`config.mk`:
```
export PLATFORM = sky130hd
export DESIGN_NAME = from_hex
export DESIGN_NICKNAME = d
export VERILOG_FILES = /design/src/rtl/from_hex.sv
export SDC_FILE = /design/constraint.sdc
export NUM_CORES = 1
export LEC_CHECK = 0
export ABC_AREA = 1
export CAP_MARGIN = 20
export CORE_UTILIZATION = 56
export DETAILED_ROUTE_END_ITERATION = 12
export GPL_ROUTABILITY_DRIVEN = 0
export PLACE_DENSITY = 0.8
export SYNTH_ARGS = -nofsm -noshare
export SYNTH_HDL_FRONTEND = slang
export SYNTH_SLANG_ARGS = --single-unit
```
`constraint.sdc`:
```
create_clock -name clk -period 2.8 [get_ports clk]
set_clock_uncertainty 0.1 [all_clocks]
set_input_delay 0.42 -clock clk [delete_from_list [all_inputs] [get_ports clk]]
set_output_delay 0.42 -clock clk [all_outputs]
set_load 0.01 [all_outputs]
```
`src/rtl/from_hex.sv`:
```
// Purpose: ASCII hex character stream to byte decoder with a small FWFT output FIFO.
// Latency: the completing low-nibble strobe pushes on its edge; the byte is visible on out_data the next cycle.
// Backpressure: out_ready stalls the FIFO only; rx has none, so a push into a full FIFO is dropped and counted.
// Optional: define FROM_HEX_FLUSH_EN so that a separator after a lone nibble emits {4'h0, nibble}.
module from_hex #(
    parameter int DEPTH = 4,
    parameter int CNT_W = 4
) (
    input  logic             clk,
    input  logic             rst,
    input  logic [7:0]       rx_data,
    input  logic             rx_rdy,
    output logic [7:0]       out_data,
    output logic             out_valid,
    input  logic             out_ready,
    output logic             nibble_pending,
    output logic [CNT_W-1:0] err_count,
    output logic [CNT_W-1:0] ovf_count
);
    localparam int AW = $clog2(DEPTH);
    localparam logic [CNT_W-1:0] CNT_ONE = {{(CNT_W-1){1'b0}}, 1'b1};
    localparam logic [CNT_W-1:0] CNT_MAX = {CNT_W{1'b1}};

    typedef enum logic {S_HI, S_LO} state_t;

    state_t           state_q, state_d;
    logic [3:0]       held_q, held_d;
    logic [CNT_W-1:0] err_q, ovf_q;

    logic             is_hex, is_sep;
    logic [3:0]       nib;
    logic             push, err_inc;
    logic [7:0]       push_dat;

    logic [7:0]       mem [DEPTH];
    logic [AW:0]      wr_ptr_q, rd_ptr_q, rd_next;
    logic [7:0]       out_q;
    logic             empty, full, pop, wr_en;

    // Classify the incoming character and extract its nibble value.
    // Letters a-f / A-F have low nibble 1..6, so adding 9 maps them to 10..15.
    always_comb begin
        is_hex = 1'b0;
        is_sep = 1'b0;
        nib    = rx_data[3:0];
        if (rx_data >= 8'h30 && rx_data <= 8'h39) begin
            is_hex = 1'b1;
        end else if ((rx_data >= 8'h61 && rx_data <= 8'h66) ||
                     (rx_data >= 8'h41 && rx_data <= 8'h46)) begin
            is_hex = 1'b1;
            nib    = rx_data[3:0] + 4'd9;
        end else if (rx_data == 8'h20 || rx_data == 8'h0D ||
                     rx_data == 8'h0A || rx_data == 8'h2C) begin
            is_sep = 1'b1;
        end
    end

    // Nibble-pairing FSM: decides the next state, byte pushes and error events.
    always_comb begin
        state_d  = state_q;
        held_d   = held_q;
        push     = 1'b0;
        push_dat = 8'h00;
        err_inc  = 1'b0;
        if (rx_rdy) begin
            case (state_q)
                S_HI: begin
                    if (is_hex) begin
                        held_d  = nib;
                        state_d = S_LO;
                    end else if (!is_sep) begin
                        err_inc = 1'b1;
                    end
                end
                default: begin
                    state_d = S_HI;
                    held_d  = 4'h0;
                    if (is_hex) begin
                        push     = 1'b1;
                        push_dat = {held_q, nib};
                    end else if (is_sep) begin
`ifdef FROM_HEX_FLUSH_EN
                        push     = 1'b1;
                        push_dat = {4'h0, held_q};
`else
                        err_inc  = 1'b1;
`endif
                    end else begin
                        err_inc = 1'b1;
                    end
                end
            endcase
        end
    end

    // FIFO control: a full FIFO still accepts a push when the head leaves in the same cycle.
    always_comb begin
        empty   = (wr_ptr_q == rd_ptr_q);
        full    = (wr_ptr_q[AW] != rd_ptr_q[AW]) &&
                  (wr_ptr_q[AW-1:0] == rd_ptr_q[AW-1:0]);
        pop     = !empty && out_ready;
        wr_en   = push && (!full || pop);
        rd_next = rd_ptr_q + {{AW{1'b0}}, pop};
    end

    // State, pointers, counters and the registered head byte.
    always_ff @(posedge clk) begin
        if (rst) begin
            state_q  <= S_HI;
            held_q   <= 4'h0;
            wr_ptr_q <= '0;
            rd_ptr_q <= '0;
            out_q    <= 8'h00;
            err_q    <= '0;
            ovf_q    <= '0;
        end else begin
            state_q  <= state_d;
            held_q   <= held_d;
            rd_ptr_q <= rd_next;
            if (wr_en) begin
                wr_ptr_q <= wr_ptr_q + {{AW{1'b0}}, 1'b1};
            end
            // Head after this edge: a byte written straight into the head slot bypasses mem.
            if (wr_en && (wr_ptr_q[AW-1:0] == rd_next[AW-1:0])) begin
                out_q <= push_dat;
            end else begin
                out_q <= mem[rd_next[AW-1:0]];
            end
            if (err_inc && err_q != CNT_MAX) begin
                err_q <= err_q + CNT_ONE;
            end
            if (push && !wr_en && ovf_q != CNT_MAX) begin
                ovf_q <= ovf_q + CNT_ONE;
            end
        end
    end

    // FIFO storage; contents need no reset because the pointers gate visibility.
    always_ff @(posedge clk) begin
        if (!rst && wr_en) begin
            mem[wr_ptr_q[AW-1:0]] <= push_dat;
        end
    end

    assign out_data       = out_q;
    assign out_valid      = !empty;
    assign nibble_pending = (state_q == S_LO);
    assign err_count      = err_q;
    assign ovf_count      = ovf_q;
endmodule

```
==> impl_summary.md <==
Synth
Synthesis handed over a netlist of approximately 310 instances. The cell area after synthesis is 2880 sq um. The synthesized flop and latch total is 59. Counting flops with a built-in enable in the synthesized netlist gives 32. Counting every net in the synthesized netlist gives 338. Yosys mapped the design onto 30 distinct sky130hd cell types. Sequential elements use about 52% of the synthesized area.

The number of synthesis warnings is 0. The post-synthesis average cell area is 9.16 sq um. For this run, the leading register cell type out of synthesis is edfxtp_1. In the synthesized netlist the async set-or-reset flop fraction comes to 0%.

Cells and area
The sequential cell area is between 1500 and 2000 sq um. The filler cells instantiated in the layout total approximately 380. The synthesis-to-finish area growth is 20.7%. The footprint of the multi-input gates is around 1200 sq um.

The final layout contains 381 nets. The number of antenna diodes in the final layout is 0. The final standard cell utilization of the core is just over 70%. The fraction of final layout cells sized beyond drive strength 1 is 9.12%.

STA
The transition time at the pin with the least slew margin is 0.365 ns. The number of endpoints with negative hold slack in the final report is 0. In this run the tightest slew margin relative to its limit is 75.6%. The final worst slack is roughly 0.28 ns. Setup repair after global routing left no endpoint under its margin. The fmax is a little under 400 MHz. The final-report max-slew violation count was 0. Setup total negative slack on the finished layout was measured at 0 ns. The ratio of final minimum period to clock period is around nine tenths. The clock period could shrink to ~2.5 ns.

The final worst hold slack is about 0.37 ns. The final setup violation count is 0.

Route
The average via count per standard cell is about 5.2. Summed over all nets, wire length on met3 after detailed routing comes to around 270 um. Signal routing reaches up to met4. The met1 layer wirelength in the final routing is roughly 2500 um. Detailed routing placed a total of between 2000 and 3000 um of wire on met2. The total detailed-routing wirelength is ~5800 um. The number of detailed-route iterations in the first pass is 4. Once detail routing completed, the nets flagged for antenna violations numbered 0. In this run, the number of DRC markers left after iteration 0 of detailed routing was 90. The average detailed-routed wire length per instance is roughly 13 um.

Across all layers, the routed design uses between 2000 and 2500 vias. The number of design rule violations left after detail routing is 0.

Worst setup path
The data required time of the critical path is approximately 3 ns. The cell family contributing the most delay on the critical path is simple AND/OR/NAND/NOR gates. The worst setup path is captured at a register. The worst setup path is of the register to register kind.

STA classifies the critical path startpoint as a register. Along the worst path, the maximum fanout reaches 9. Traced cell by cell, the critical path runs through buf_4, nand2_1, nand2_1, nor2_1, nand2_1, nand2_1, inv_1, ha_1, ha_1, xor2_1, nor3_1, inv_1, nor2_2, nand2_1, nand2_1. In this run the register-to-register setup slack is 0.28 ns.

The library cell appearing most often on the critical path is nand2_1. The largest single stage delay on the critical path is 0.31 ns. Together, buffers and inverters on the worst path number 3. On the critical path, the stage with the largest delay is an instance of dfxtp_1.

The arrival time reported for the critical path endpoint is 2.71 ns.

CTS
After clock tree synthesis, the setup repair step added 0 buffers. The number of H-tree levels is 3. The clock net sink count is between 50 and 60. After clock tree synthesis, the flow added hold-fix buffers numbering 0. The clock tree from TritonCTS is built. The maximum buffer depth of the clock tree is 2. The register clock-pin slew on the reported worst setup and hold paths is approximately 0.06 ns. The later pin in the worst-skew pair is clocked with a latency of 0.34 ns. The number of gates resized after CTS was 0. Clock tree synthesis selected as its root buffer the cell clkbuf_8.

The number of clock buffers added by TritonCTS is 9.

Pwr
The total power draw is roughly 1.8 mW. The leakage power is ~1.5 nW. In this run the power density over the cells is 506 nW/um^2.

The worst ir drop on vdd is between 300 and 400 uV.

Die
The die is 73.7 um tall. The floorplan step set the die width to 73.7 um. The initial core utilization is roughly three fifths.

The area of the core is between 4000 and 5000 sq um. The area enclosed by the die boundary is roughly 5400 sq um. The number of core rows is 25. The I/O pin count is 30.

GRT
The number of global-route vias before repair is about 2100. The remaining global-route overflow is 0. Entering global routing, the biggest net connects 17 pins. Global routing used about 24% of the available tracks.

The first global-routing pass estimated ~9500 um of wire. The number of antenna violations at the first check in global routing was 0.

Run
The total of max-cap violations is 0.

Placed design
The half-perimeter wire length after detailed placement is approximately 4000 um. Timing analysis after detailed placement gives a worst setup slack of 0.174 ns. Input and output buffers added on the ports amount to 29.

Min path
The tightest min-delay check is of the register to register type.

Outcome
The flow ran to the end, and the final reports show no timing, DRC or antenna violations.
## cell usage after synthesis (2+ instances only)
cell / instances / area, sq um
nand4_1: 2 / 12.5
nand2_1: 72 / 270
ha_1: 12 / 150
nand3b_1: 2 / 15.0
nor3_1: 3 / 15.0
nor2_2: 2 / 12.5
buf_6: 2 / 22.5
xor2_1: 4 / 35.0
a21oi_1: 13 / 65.1
dfxtp_1: 27 / 541
xnor2_1: 5 / 43.8
nand3_1: 14 / 70.1
mux2i_1: 15 / 150
edfxtp_1: 32 / 961
buf_2: 3 / 15.0
o22ai_1: 8 / 50.1
nor2_1: 38 / 143
inv_1: 36 / 135
o21ai_0: 13 / 65.1
## placed cells by master, fill, tap and decap left out, drive strengths merged, types with 4 or more instances in the layout
master and instances:
nand2 74, nor2 41, inv 37, edfxtp 32, clkdlybuf4s50 29, dfxtp 27
mux2i 15, nand3 15, a21oi 14, o21ai 13, ha 12, clkbuf 11
buf 9, o22ai 8, xnor2 5, xor2 4
## through the flow
stage / instance area (sq um) / cells
after floorplan: 2880 / 314
after global placement: 3280 / 413
after detailed placement: 3280 / 413
after CTS: 3470 / 429
after global routing: 3470 / 429
final: 3470 / 429
## worst paths after layout
check	start	end	depth (start not counted)
worst max-delay path	wr_ptr_q[1]	out_data[3]	15
worst min-delay path	held_q[1]	held_q[1]	2
worst max register to register	wr_ptr_q[1]	out_data[3]	15
worst min register to register	held_q[1]	held_q[1]	2
## area by class of cell
| cell class | instances | area share [%] |
|---|---|---|
| Clock buffer | 11 | 4.07 |
| Inverter | 37 | 4.00 |
| Multi-Input combinational cell | 212 | 34.4 |
| Clock inverter | 5 | 1.51 |
| Tap cell | 67 | 2.42 |
| Timing Repair Buffer | 38 | 10.3 |
| Sequential cell | 59 | 43.3 |
## report_power, final
part           leakage [nW]  internal, mW  switching, mW
Sequential            0.590         0.908        0.00558
Clock                0.0991         0.430          0.319
Combinational         0.770        0.0412         0.0539
## state kept, by name (all words and copies together) (netlist names)
| name | count |
|---|---|
| wr_ptr_q | 3 |
| err_count | 4 |
| nibble_pending | 1 |
| out_data | 8 |
| mem | 32 |
| held_q | 4 |
| rd_ptr_q | 3 |
| ovf_count | 4 |
## kinds of logic after synthesis
group / count (synthesis) / synth area share [%]
AOI/OAI and AO/OA: 37 / 7.09
xor gates and xnor gates: 9 / 2.74
DFF: 59 / 52.2
muxes: 15 / 5.22
buffers and inverters: 43 / 6.26
and+or+nand+nor: 139 / 21.3
adders and majority gates: 12 / 5.22
## routing by layer
layer / up-vias / track usage, %
met3: 17 / 6.31
li1: 1116 / -
met1: 1032 / 27.4
met5: - / 0
met4: 0 / 12.8
met2: 52 / 41.5
## tightest hold or removal path, delay by kind of cell (launching register included)
kind / cells / cell delay, ns
flip-flops: 1 / 0.31
AO/OA/AOI/OAI: 1 / 0.05
AND/OR/NAND/NOR: 1 / 0.06
(Power assumes the default switching activity.)
